==> config.mk <==
export PLATFORM = sky130hd
export DESIGN_NAME = kernel_distributor_scheduler
export DESIGN_NICKNAME = d
export VERILOG_FILES = /design/src/rtl/kernel_distributor_scheduler_pkg.sv /design/src/rtl/kdist_beat_counter.sv /design/src/rtl/kernel_distributor_scheduler.sv
export SDC_FILE = /design/constraint.sdc
export NUM_CORES = 1
export LEC_CHECK = 0
export CAP_MARGIN = 15
export CELL_PAD_IN_SITES_DETAIL_PLACEMENT = 1
export CELL_PAD_IN_SITES_GLOBAL_PLACEMENT = 1
export CORE_MARGIN = 3
export CORE_UTILIZATION = 43
export DETAILED_ROUTE_END_ITERATION = 8
export DONT_BUFFER_PORTS = 1
export GPL_TIMING_DRIVEN = 0
export PLACE_DENSITY = 0.75
export SLEW_MARGIN = 20
export SYNTH_ARGS = -nofsm -noshare
export SYNTH_HDL_FRONTEND = slang
export SYNTH_SLANG_ARGS = --single-unit
export TNS_END_PERCENT = 20
==> constraint.sdc <==
create_clock -name clk -period 2.4 [get_ports clk]
set_input_delay 0.48 -clock clk [delete_from_list [all_inputs] [get_ports clk]]
set_output_delay 0.48 -clock clk [all_outputs]
set_load 0.01 [all_outputs]
==> src/rtl/kernel_distributor_scheduler_pkg.sv <==
// Shared types and helpers for the kernel-buffer-to-PE distribution scheduler.
// The control word layout is {trc, bank}, with the bank select in the low bits.
package kernel_distributor_scheduler_pkg;

    localparam int KD_DEPTH = 2;
    localparam int CTRL_W   = 2 * KD_DEPTH;

    typedef enum logic [1:0] {
        ST_IDLE  = 2'd0,
        ST_RUN   = 2'd1,
        ST_DRAIN = 2'd2,
        ST_FIN   = 2'd3
    } kdist_state_t;

    function automatic logic [CTRL_W-1:0] pack_ctrl(
        input logic [KD_DEPTH-1:0] trc,
        input logic [KD_DEPTH-1:0] bank
    );
        return {trc, bank};
    endfunction

endpackage

==> src/rtl/kdist_beat_counter.sv <==
// Nested beat counter: the bank index runs 0..trc as the inner loop and the
// word address is the outer loop. o_last flags the final (addr, bank) pair.
module kdist_beat_counter #(
    parameter int D      = 4,
    parameter int ADDR_W = 10
) (
    input  logic                   clk,
    input  logic                   reset,
    input  logic                   i_clear,
    input  logic                   i_step,
    input  logic [$clog2(D)-1:0]   i_trc,
    input  logic [ADDR_W:0]        i_words,
    output logic [ADDR_W-1:0]      o_addr,
    output logic [$clog2(D)-1:0]   o_bank,
    output logic                   o_last
);

    localparam int BW = $clog2(D);

    logic [ADDR_W-1:0] r_addr;
    logic [BW-1:0]     r_bank;
    logic              w_bank_wrap;
    logic [ADDR_W:0]   w_words_m1;

    // One bit wider than the address so a full 2^ADDR_W tile terminates on
    // the last address instead of comparing against a wrapped zero.
    assign w_words_m1  = i_words - (ADDR_W + 1)'(1);
    assign w_bank_wrap = (r_bank == i_trc);
    assign o_last      = w_bank_wrap && ({1'b0, r_addr} == w_words_m1);
    assign o_addr      = r_addr;
    assign o_bank      = r_bank;

    always_ff @(posedge clk or posedge reset) begin
        if (reset) begin
            r_addr <= '0;
            r_bank <= '0;
        end else if (i_clear) begin
            r_addr <= '0;
            r_bank <= '0;
        end else if (i_step) begin
            if (w_bank_wrap) begin
                r_bank <= '0;
                r_addr <= r_addr + ADDR_W'(1);
            end else begin
                r_bank <= r_bank + BW'(1);
            end
        end
    end

endmodule

==> src/rtl/kernel_distributor_scheduler.sv <==
// Issues kernel-buffer reads and the matching {Trc, bankSelect} word one cycle
// later, with a valid/ready output stage that stalls reads under backpressure.
module kernel_distributor_scheduler
    import kernel_distributor_scheduler_pkg::*;
#(
    parameter int depth  = KD_DEPTH,
    parameter int D      = 1 << depth,
    parameter int ADDR_W = 10
) (
    input  logic                 clk,
    input  logic                 reset,
    input  logic                 start,
    input  logic [depth-1:0]     cfg_trc,
    input  logic [ADDR_W:0]      cfg_num_words,
    output logic                 busy,
    output logic                 done,
    output logic                 buf_rd_en,
    output logic [ADDR_W-1:0]    buf_rd_addr,
    output logic [2*depth-1:0]   control_signal,
    output logic                 out_valid,
    input  logic                 out_ready,
    output logic                 out_last
);

    kdist_state_t           r_state;
    logic [depth-1:0]       r_trc_q;
    logic [ADDR_W:0]        r_words_q;
    logic                   r_busy;
    logic                   r_done;
    logic                   r_out_valid;
    logic                   r_out_last;
    logic [$clog2(D)-1:0]   r_bank_stage;

    logic                   w_issue_ok;
    logic                   w_issue;
    logic                   w_clear;
    logic                   w_final_hs;
    logic [ADDR_W-1:0]      w_addr;
    logic [$clog2(D)-1:0]   w_bank;
    logic                   w_last;

    assign w_issue_ok = !r_out_valid || out_ready;
    assign w_issue    = (r_state == ST_RUN) && w_issue_ok;
    assign w_clear    = (r_state == ST_IDLE) && start;
    assign w_final_hs = r_out_valid && out_ready && r_out_last;

    kdist_beat_counter #(
        .D      (D),
        .ADDR_W (ADDR_W)
    ) u_beat_counter (
        .clk     (clk),
        .reset   (reset),
        .i_clear (w_clear),
        .i_step  (w_issue),
        .i_trc   (r_trc_q),
        .i_words (r_words_q),
        .o_addr  (w_addr),
        .o_bank  (w_bank),
        .o_last  (w_last)
    );

    // Sequencer: done is registered, so it appears the cycle after FIN.
    always_ff @(posedge clk or posedge reset) begin
        if (reset) begin
            r_state   <= ST_IDLE;
            r_trc_q   <= '0;
            r_words_q <= '0;
            r_busy    <= 1'b0;
            r_done    <= 1'b0;
        end else begin
            r_done <= 1'b0;
            case (r_state)
                ST_IDLE: begin
                    if (start) begin
                        r_trc_q   <= cfg_trc;
                        r_words_q <= cfg_num_words;
                        r_busy    <= 1'b1;
                        r_state   <= (cfg_num_words == '0) ? ST_FIN : ST_RUN;
                    end
                end
                ST_RUN: begin
                    if (w_issue && w_last) begin
                        r_state <= ST_DRAIN;
                    end
                end
                ST_DRAIN: begin
                    if (w_final_hs) begin
                        r_state <= ST_FIN;
                    end
                end
                ST_FIN: begin
                    r_done  <= 1'b1;
                    r_busy  <= 1'b0;
                    r_state <= ST_IDLE;
                end
                default: r_state <= ST_IDLE;
            endcase
        end
    end

    // Output stage p0: follows the buffer's 1-cycle read latency.
    always_ff @(posedge clk or posedge reset) begin
        if (reset) begin
            r_out_valid  <= 1'b0;
            r_out_last   <= 1'b0;
            r_bank_stage <= '0;
        end else if (w_issue) begin
            r_out_valid  <= 1'b1;
            r_out_last   <= w_last;
            r_bank_stage <= w_bank;
        end else if (out_ready) begin
            r_out_valid  <= 1'b0;
            r_out_last   <= 1'b0;
        end
    end

    assign busy           = r_busy;
    assign done           = r_done;
    assign buf_rd_en      = w_issue;
    assign buf_rd_addr    = w_addr;
    assign control_signal = pack_ctrl(r_trc_q, r_bank_stage);
    assign out_valid      = r_out_valid;
    assign out_last       = r_out_last;

endmodule

==> results of run 1 <==
[layout make-up]
class                   count  share of cell area
clock buffers               8              0.0366
plain buffers               7              0.0126
well taps                  50              0.0286
inverters                  13              0.0223
repair buffers              9              0.0309
multi-input cells         143               0.491
flip-flops and latches     33               0.378
[Yosys cell counts]
library cell | instances | area share
o21ai_0 | 15 | 0.040
a21o_1 | 1 | 0.0040
a22oi_1 | 1 | 0.0040
nand3_1 | 6 | 0.016
nor4b_1 | 2 | 0.0093
o41a_2 | 1 | 0.0067
nor4_1 | 6 | 0.020
buf_2 | 1 | 0.0027
a211o_1 | 1 | 0.0047
mux2i_1 | 1 | 0.0053
nor2b_1 | 2 | 0.0067
buf_1 | 2 | 0.0040
xnor2_1 | 11 | 0.051
nor3_1 | 6 | 0.016
a41o_1 | 1 | 0.0053
clkbuf_1 | 4 | 0.0080
ha_1 | 6 | 0.040
or3b_2 | 1 | 0.0047
nand4_1 | 5 | 0.017
a21oi_1 | 8 | 0.021
a31oi_1 | 2 | 0.0067
o31ai_1 | 3 | 0.012
mux2_2 | 10 | 0.060
nand2_1 | 9 | 0.018
or3_1 | 4 | 0.013
nor2_1 | 18 | 0.036
o311a_1 | 1 | 0.0053
inv_1 | 13 | 0.026
a211oi_1 | 2 | 0.0080
nand2b_1 | 3 | 0.010
dfrtp_1 | 33 | 0.44
and2_1 | 2 | 0.0067
xor2_1 | 9 | 0.042
nand3b_1 | 2 | 0.0080
or4_4 | 2 | 0.012
or4_1 | 1 | 0.0040
a311oi_1 | 1 | 0.0047
[power by group through the flow]
stage / clock network (mW) / logic (mW) / registers, mW
after floorplan: 0 / 0.175 / 0.708
after global placement: 0 / 0.199 / 0.729
after detailed placement: 0 / 0.216 / 0.734
after CTS: 0.419 / 0.221 / 0.725
after global routing: 0.450 / 0.263 / 0.734
final: 0.417 / 0.230 / 0.722
[layout by cell type, fill, tap and decap left out, types with 2 or more instances in the layout]
cell type  synthesis  routed
buf_1              2       2
nand2b_1           3       3
and2_1             2       2
xor2_1             9       9
nand4_1            5       5
clkbuf_8           0       5
dfrtp_1           33      32
or3_1              4       3
clkbuf_1           4       7
nor4b_1            2       2
xnor2_1           11      11
nor4_1             6       3
nand2_1            9       9
o31ai_1            3       2
buf_4              0       9
nor4_4             0       2
nand3b_1           2       2
o21ai_0           15      15
a31oi_1            2       2
nor3_1             6       5
mux2_2            10      10
inv_1             13      12
ha_1               6       5
nand3_1            6       6
nor2_1            18      18
or4_4              2       3
nor2b_1            2       2
a21oi_1            8       7
[flip-flops by register name, indices dropped and copies added, names as in the netlist]
name,flops
busy,1
done,1
out_last,1
out_valid,1
r_bank_stage,2
r_state,2
r_trc_q,2
r_words_q,11
u_beat_counter.o_addr,10
u_beat_counter.o_bank,2
[worst reg2reg max path, cell delays in order (launching register included)]
cell	delay (ps)
dfrtp_2	450
or4_4	580
or3_4	360
a21oi_4	140
nand4_1	190
or4_4	590
a22oi_2	160
[cells by family (layout without fill, tap and decap cells)]
family / Yosys count / in the layout
flops: 33 / 33
simple gates: 69 / 69
buf+inv: 20 / 37
xor+xnor: 20 / 20
fa+ha+maj: 6 / 6
mux: 11 / 11
compound gates: 37 / 37
[layer usage]
| layer | part of all wire | vias up | track usage |
|---|---|---|---|
| met5 | 0 | - | 0 |
| met4 | 0.014 | 0 | 0.0605 |
| met3 | 0.065 | 8 | 0.0831 |
| met2 | 0.51 | 38 | 0.367 |
| met1 | 0.41 | 780 | 0.244 |
| li1 | - | 729 | - |
[how the worst max path moves through the flow]
stage                       from  slack (ps)         end  depth (start not counted)
floorplan           r_words_q[0]          60  r_state[0]                          8
global placement    r_words_q[0]        -110  r_state[0]                          8
detailed placement  r_words_q[0]        -240  r_state[0]                          8
CTS                 r_words_q[0]         -90  r_state[0]                          6
global route        r_words_q[2]        -200  r_state[0]                          6
finish              r_words_q[2]        -140  r_state[0]                          6
[what timing repair did]
item | CTS | global route
hold buffers | 0 | 0
setup endpoints to repair | 2 | 12
pin swaps | 1 | 6
resized for setup | 4 | 14
setup buffers | 4 | 5
==> out/metrics.csv, run 1 <==
stage,metric,value,unit
cells_and_area,Nets,235,
worst_setup_path,family of cells with the greatest summed delay on the critical path,simple AND/OR/NAND/NOR gates,
power_and_ir_drop,LEAKAGE,0.930,nW
sta,hold slack,182,ps
place,GPL Wtd Cong,0.735,
worst_setup_path,"Arr. time, crit path",2760,ps
min_path,Worst Hold Class,in -> async,
synthesis,fraction of synthesized area in multiplexers,0.0654,
grt,antenna violations before repair,0,
power_and_ir_drop,worst voltage drop across the vdd grid,0.391,mV
worst_setup_path,crit path buf inv count,0,
worst_setup_path,Reg-to-Reg End,r_state[0],
power_and_ir_drop,switching power as a share of total power,0.327,
clock_network,clock-pin slew of the registers on the worst-case setup and hold paths,70,ps
clock_network,clk_lat worst skew,290,ps
cells_and_area,Layout Area Growth over Synthesis,16.7,%
worst_setup_path,Critical Path Slowest Stage Cell,or4_4,
clock_network,TritonCTS Buffers,5,
place,number of port buffers,0,
cells_and_area,Seq. cell area,827,um^2
outcome,outcome,"complete, but fails checks",
sta,min setup slack post-route,-138,ps
synthesis,sequential area share after synthesis,0.440,
sta,clk_skew,6.35,ps
synthesis,dominant combinational cell family by area after synthesis,simple AND/OR/NAND/NOR gates,
floorplan,floorplan die height,72.0,um
floorplan,initial core utilization,0.456,
clock_network,clock sink count,33,
drt,final wirelength,5300,um
sta,Total Neg Setup Slack,-233,ps
floorplan,Rows,23,
synthesis,mean cell area of the mapped netlist,9.57,um^2
drt,total vias in the final route,1555,
cells_and_area,Antenna Diode Count,0,
sta,Tmin final,2540,ps
cells_and_area,multi-input logic area,1070,um^2
power_and_ir_drop,Internal Dissipation,0.922,mW
drt,detailed router's first-iteration violation count,103,
power_and_ir_drop,net switching component of the power,0.448,mW
drt,number of routed nets with antenna violations,0,
sta,RSZ-0062 raised after global routing,yes,
place,instance area at placement,1940,um^2
worst_setup_path,cells along the critical path,or4_4 > or3_4 > a21oi_4 > nand4_1 > or4_4 > a22oi_2,
synthesis,Post-Synthesis Net Count,219,
synthesis,Syn Std Cell Area,1880,um^2
place,"worst slack, placed",-236,ps
cells_and_area,Final Instance Count excl. Fillers,263,
worst_setup_path,Crit. End Element,register,
worst_setup_path,Critical Path Source Type,register,
drt,Avg WL per Cell,20.1,um
place,number of instances in the placed design,246,
outcome,violated checks,negative setup slack,
synthesis,post-synthesis compound-gate area fraction,0.123,
synthesis,Synth Instances,196,
grt,global-route wire length before repair,8360,um
worst_setup_path,critical path required time,2620,ps
worst_setup_path,"most used cell, CP",or4_4,
drt,via count normalized by instance count,5.91,
sta,Final Max Tran Viols,0,
clock_network,CTS tree,built,
power_and_ir_drop,Gate power share,0.168,
cells_and_area,Final Instance Area,2190,um^2
clock_network,Longest Clk Path Bufs,2,
cells_and_area,proportion of layout cells with a drive suffix above 1,0.202,
synthesis,Ys Warns,0,
synthesis,xor and xnor area share after synthesis,0.0934,
worst_setup_path,maximum fanout encountered on the critical timing path,5,
worst_setup_path,worst reg-to-reg path cell count,6,
floorplan,overall die width,72.0,um
drt,number of iterations in the first detailed-routing pass,4,
power_and_ir_drop,sequential fraction of design power,0.527,
sta,final setup violating endpoints,3,
sta,"Period Utilization, post-route",1.06,
worst_setup_path,worst reg2reg path startpoint,r_words_q[2],
grt,global router's overall resource usage,0.213,
cells_and_area,fill cell instance count of the final layout,467,
synthesis,post-synthesis adder-cell area fraction,0.0400,
sta,headroom to the max-slew limit,0.451,
drt,DR DRC count,0,
worst_setup_path,crit path kind,reg -> reg,
sta,Worst-Margin Slew,816,ps
place,HPWL after detailed placement,3650,um
synthesis,register bit total from synthesis,33,
sta,highest clock rate,394,MHz
floorplan,Std-Cell Core Area,4120,um^2
floorplan,Top Ports,36,
grt,maximum number of pins on one net before global-route repair,34,
sta,final-report hold violation count,0,
power_and_ir_drop,Pwr Density,626,nW/um^2
grt,total overflow reported by the global router,0,
synthesis,fraction of the mapped netlist area in simple logic gates,0.197,
floorplan,die area,5190,um^2
worst_setup_path,"slowest stage delay, CP",580,ps
cells_and_area,Layout Utilization,0.532,
clock_network,clock root buffer,clkbuf_8,
power_and_ir_drop,overall power of the completed layout,1.37,mW
flow_run,Max Cap Violations,0,
grt,via count of the first global-routing pass,1676,
worst_setup_path,Register-to-Register Setup Slack,-140,ps
clock_network,htree depth,2,
synthesis,Netlist cell types,37,
power_and_ir_drop,clock share of power,0.305,
(Power assumes the default switching activity.)
==> run 2: changes to the inputs <==
Settings changed: MAX_ROUTING_LAYER set to met4.
==> out/metrics.csv, run 2 (same netlist as run 1, synthesis figures left out) <==
stage,metric,value,unit
outcome,outcome,"complete, but fails checks",
outcome,violated checks,negative setup slack,
worst_setup_path,crit path kind,reg -> reg,
drt,total vias in the final route,1549,
grt,maximum number of pins on one net before global-route repair,34,
sta,RSZ-0062 raised after global routing,yes,
drt,detailed router's first-iteration violation count,91,
place,number of port buffers,0,
floorplan,die area,5190,um^2
worst_setup_path,critical path required time,2620,ps
clock_network,CTS tree,built,
power_and_ir_drop,LEAKAGE,0.930,nW
cells_and_area,multi-input logic area,1070,um^2
drt,Avg WL per Cell,20.2,um
cells_and_area,proportion of layout cells with a drive suffix above 1,0.202,
sta,Tmin final,2530,ps
worst_setup_path,Crit. End Element,register,
grt,antenna violations before repair,0,
cells_and_area,flip-flop count of the largest register after layout,11,
worst_setup_path,Critical Path Source Type,register,
cells_and_area,most common library cell in the layout ignoring fill and taps,dfrtp_1,
power_and_ir_drop,overall power of the completed layout,1.37,mW
power_and_ir_drop,sequential fraction of design power,0.528,
sta,min setup slack post-route,-134,ps
cells_and_area,most frequent cells in the layout,"dfrtp_1 (32), nor2_1 (18), o21ai_0 (15), inv_1 (12), xnor2_1 (11)",
clock_network,Longest Clk Path Bufs,2,
sta,"Period Utilization, post-route",1.06,
floorplan,Std-Cell Core Area,4120,um^2
sta,Worst-Margin Slew,820,ps
place,HPWL after detailed placement,3650,um
power_and_ir_drop,switching power as a share of total power,0.327,
floorplan,Rows,23,
grt,global-route wire length before repair,8350,um
floorplan,initial core utilization,0.456,
drt,final wirelength,5300,um
place,GPL Wtd Cong,0.744,
drt,number of routed nets with antenna violations,0,
power_and_ir_drop,Gate power share,0.168,
clock_network,clock root buffer,clkbuf_8,
sta,final setup violating endpoints,2,
worst_setup_path,maximum fanout encountered on the critical timing path,5,
grt,via count of the first global-routing pass,1676,
clock_network,htree depth,2,
power_and_ir_drop,Pwr Density,626,nW/um^2
clock_network,clock-pin slew of the registers on the worst-case setup and hold paths,70,ps
clock_network,clk_lat worst skew,290,ps
grt,total overflow reported by the global router,0,
floorplan,overall die width,72.0,um
power_and_ir_drop,net switching component of the power,0.447,mW
floorplan,floorplan die height,72.0,um
cells_and_area,Antenna Diode Count,0,
floorplan,Top Ports,36,
sta,headroom to the max-slew limit,0.449,
sta,Final Max Tran Viols,0,
power_and_ir_drop,Internal Dissipation,0.922,mW
cells_and_area,Layout Area Growth over Synthesis,16.7,%
cells_and_area,Seq. cell area,827,um^2
flow_run,Max Cap Violations,0,
cells_and_area,Top reg by flops,r_words_q,
power_and_ir_drop,worst voltage drop across the vdd grid,0.391,mV
grt,global router's overall resource usage,0.219,
clock_network,clock sink count,33,
worst_setup_path,"Arr. time, crit path",2750,ps
drt,number of iterations in the first detailed-routing pass,4,
sta,highest clock rate,395,MHz
drt,via count normalized by instance count,5.89,
sta,final-report hold violation count,0,
power_and_ir_drop,clock share of power,0.304,
drt,DR DRC count,0,
clock_network,TritonCTS Buffers,5,
cells_and_area,Nets,235,
sta,clk_skew,5.82,ps
cells_and_area,fill cell instance count of the final layout,467,
min_path,Worst Hold Class,in -> async,
place,"worst slack, placed",-236,ps
clock_network,number of hold buffers added after CTS,0,
[run 2: cell counts in the layout (fill, tap and decap cells not counted)]
No cell type changed its count.
[run 2: final cells by class]
class / count / share of cell area
repair buffers: 9 / 0.0309
well taps: 50 / 0.0286
flip-flops and latches: 33 / 0.378
multi-input cells: 143 / 0.491
inverters: 13 / 0.0223
plain buffers: 7 / 0.0126
clock buffers: 8 / 0.0366
[run 2: worst paths after layout]
check | slack (ps) | to | from | cells past startpoint
min in group clk | 310 | r_words_q[1] | cfg_num_words[1] | 2
max in group asynchronous | 1710 | r_words_q[2] | reset | 1
max reg2reg | -130 | r_state[0] | r_words_q[2] | 6
min reg2reg | 580 | busy | busy | 2
min | 180 | r_trc_q[1] | reset | 1
max | -130 | r_state[0] | r_words_q[2] | 6
[run 2: timing repair]
item,4_1_cts,5_1_grt
buffers inserted,4,5
pin swaps,1,6
hold endpoints to repair,0,0
endpoints found under the setup margin,2,12
resized for setup,4,14
[run 2: metrics by stage]
step | hold slack (ps) | std cells | cell area (um^2) | TNS (ps) | utilization
global placement | 560 | 246 | 1940 | -160 | 0.472
detailed placement | 526 | 246 | 1940 | -411 | 0.472
global route | 239 | 263 | 2190 | -1670 | 0.532
floorplan | 525 | 196 | 1880 | 0 | -
finish | 183 | 263 | 2190 | -222 | 0.532
CTS | 213 | 258 | 2060 | -128 | 0.502
[run 2: worst max-delay path, cell delays in order, from the launching register on]
cell	delay [ps]
dfrtp_2	440
or4_4	580
or3_4	360
a21oi_4	140
nand4_1	190
or4_4	580
a22oi_2	160
[run 2: power by group through the flow]
stage	registers [mW]	clock network, mW	logic (mW)
global placement	0.729	0	0.199
detailed placement	0.734	0	0.216
global route	0.734	0.450	0.263
floorplan	0.708	0	0.175
CTS	0.725	0.419	0.221
finish	0.723	0.417	0.230
[run 2: metal layers]
metal | global-route usage | share of wire | vias to the layer above
met5 | - | 0 | -
met4 | 0.0605 | 0.014 | 0
met3 | 0.0803 | 0.058 | 7
met2 | 0.367 | 0.51 | 35
met1 | 0.246 | 0.42 | 777
li1 | - | - | 730
==> run 3: changes to the inputs <==
Settings changed: HOLD_SLACK_MARGIN set to 0.03, SKIP_CTS_REPAIR_TIMING set to 1.
==> out/metrics.csv, run 3 (same netlist as run 1, synthesis figures left out) <==
stage,metric,value,unit
outcome,outcome,"complete, but fails checks",
outcome,violated checks,negative setup slack,
place,number of instances in the placed design,246,
grt,antenna violations before repair,0,
floorplan,overall die width,72.0,um
clock_network,clock sink count,33,
clock_network,htree depth,2,
power_and_ir_drop,Pwr Density,627,nW/um^2
clock_network,CTS tree,built,
sta,clk_skew,8.82,ps
sta,final setup violating endpoints,2,
grt,maximum number of pins on one net before global-route repair,34,
drt,via count normalized by instance count,5.99,
cells_and_area,Nets,231,
cells_and_area,flip-flop count of the largest register after layout,11,
worst_setup_path,Register-to-Register Setup Slack,-140,ps
cells_and_area,fill cell instance count of the final layout,474,
cells_and_area,Antenna Diode Count,0,
drt,number of routed nets with antenna violations,0,
sta,"Period Utilization, post-route",1.06,
sta,headroom to the max-slew limit,0.461,
drt,DR DRC count,0,
sta,min setup slack post-route,-139,ps
floorplan,Top Ports,36,
drt,total vias in the final route,1552,
cells_and_area,Layout Area Growth over Synthesis,16.2,%
worst_setup_path,Critical Path Source Type,register,
worst_setup_path,critical path required time,2620,ps
cells_and_area,proportion of layout cells with a drive suffix above 1,0.206,
sta,Final Max Tran Viols,0,
worst_setup_path,Reg-to-Reg End,r_state[0],
worst_setup_path,worst reg2reg path startpoint,r_words_q[0],
worst_setup_path,crit path kind,reg -> reg,
clock_network,clock root buffer,clkbuf_8,
sta,RSZ-0062 raised after global routing,yes,
grt,via count of the first global-routing pass,1640,
clock_network,clk_lat worst skew,290,ps
grt,total overflow reported by the global router,0,
cells_and_area,most frequent cells in the layout,"dfrtp_1 (31), nor2_1 (18), o21ai_0 (15), inv_1 (12), xnor2_1 (11)",
min_path,Worst Hold Class,in -> async,
sta,Tmin final,2540,ps
floorplan,Rows,23,
floorplan,die area,5190,um^2
sta,highest clock rate,394,MHz
worst_setup_path,"Arr. time, crit path",2760,ps
floorplan,initial core utilization,0.456,
worst_setup_path,Crit. End Element,register,
drt,detailed router's first-iteration violation count,76,
worst_setup_path,worst reg-to-reg path cell count,6,
cells_and_area,most common library cell in the layout ignoring fill and taps,dfrtp_1,
power_and_ir_drop,LEAKAGE,0.914,nW
sta,final-report hold violation count,0,
drt,Avg WL per Cell,20.3,um
drt,final wirelength,5250,um
cells_and_area,Final Instance Area,2180,um^2
grt,global router's overall resource usage,0.212,
grt,global-route wire length before repair,8090,um
clock_network,TritonCTS Buffers,5,
floorplan,Std-Cell Core Area,4120,um^2
cells_and_area,Final Instance Count excl. Fillers,259,
worst_setup_path,maximum fanout encountered on the critical timing path,4,
flow_run,Max Cap Violations,0,
place,HPWL after detailed placement,3650,um
place,number of port buffers,0,
sta,Worst-Margin Slew,802,ps
clock_network,clock-pin slew of the registers on the worst-case setup and hold paths,70,ps
power_and_ir_drop,worst voltage drop across the vdd grid,0.389,mV
clock_network,Longest Clk Path Bufs,2,
cells_and_area,Top reg by flops,r_words_q,
floorplan,floorplan die height,72.0,um
place,instance area at placement,1940,um^2
drt,number of iterations in the first detailed-routing pass,4,
place,GPL Wtd Cong,0.744,
==> run 3: changes by cell type in the layout (fill, tap and decap cells not counted), sizes merged <==
cell	change
buf	-4
==> run 3: power by group <==
part	switching, mW	internal (mW)	leakage (nW)	total (mW)
clock network	0.213	0.206	0.0395	0.419
logic	0.127	0.0997	0.471	0.226
registers	0.107	0.615	0.403	0.722
total	0.447	0.921	0.914	1.37
==> run 3: stage by stage <==
step / setup WS (ps) / util / hold WS [ps] / setup TNS [ps] / power (mW)
6_report: -139 / 0.530 / 184 / -274 / 1.37
5_1_grt: -215 / 0.530 / 238 / -1370 / 1.44
4_1_cts: -246 / 0.491 / 213 / -431 / 1.36
3_5_place_dp: -236 / 0.472 / 526 / -411 / 0.950
3_3_place_gp: -114 / 0.472 / 560 / -160 / 0.928
2_1_floorplan: 62.8 / - / 525 / 0 / 0.883
==> run 3: worst max-delay path by stage <==
stage	endpoint	from	slack, ps	depth (start not counted)
2_1_floorplan	r_state[0]	r_words_q[0]	60	8
3_3_place_gp	r_state[0]	r_words_q[0]	-110	8
3_5_place_dp	r_state[0]	r_words_q[0]	-240	8
4_1_cts	r_state[0]	r_words_q[0]	-250	8
5_1_grt	r_state[0]	r_words_q[1]	-220	6
6_report	r_state[0]	r_words_q[0]	-140	6
==> run 3: worst max-delay path, cell delays in order (launching register included) <==
cell,delay (ps)
dfrtp_2,440
or4_4,550
or3_4,350
a21oi_4,140
nand4_1,230
or4_4,590
a22oi_2,160
==> run 3: cell type report <==
type,instances,area [um^2],share of cell area
buffer,7,27.5,0.0126
clock buffer,8,80.1,0.0367
inverter,13,48.8,0.0224
multi-input combinational,143,1090,0.501
sequential,33,828,0.380
tap,50,62.6,0.0287
timing repair buffer,5,41.3,0.0189
==> run 3: routing by layer <==
layer	vias to the layer above	GRT usage	share of wire
met1	789	0.239	0.41
met5	-	-	0
met2	36	0.355	0.52
met3	6	0.0803	0.061
met4	0	0.0564	0.011
li1	721	-	-
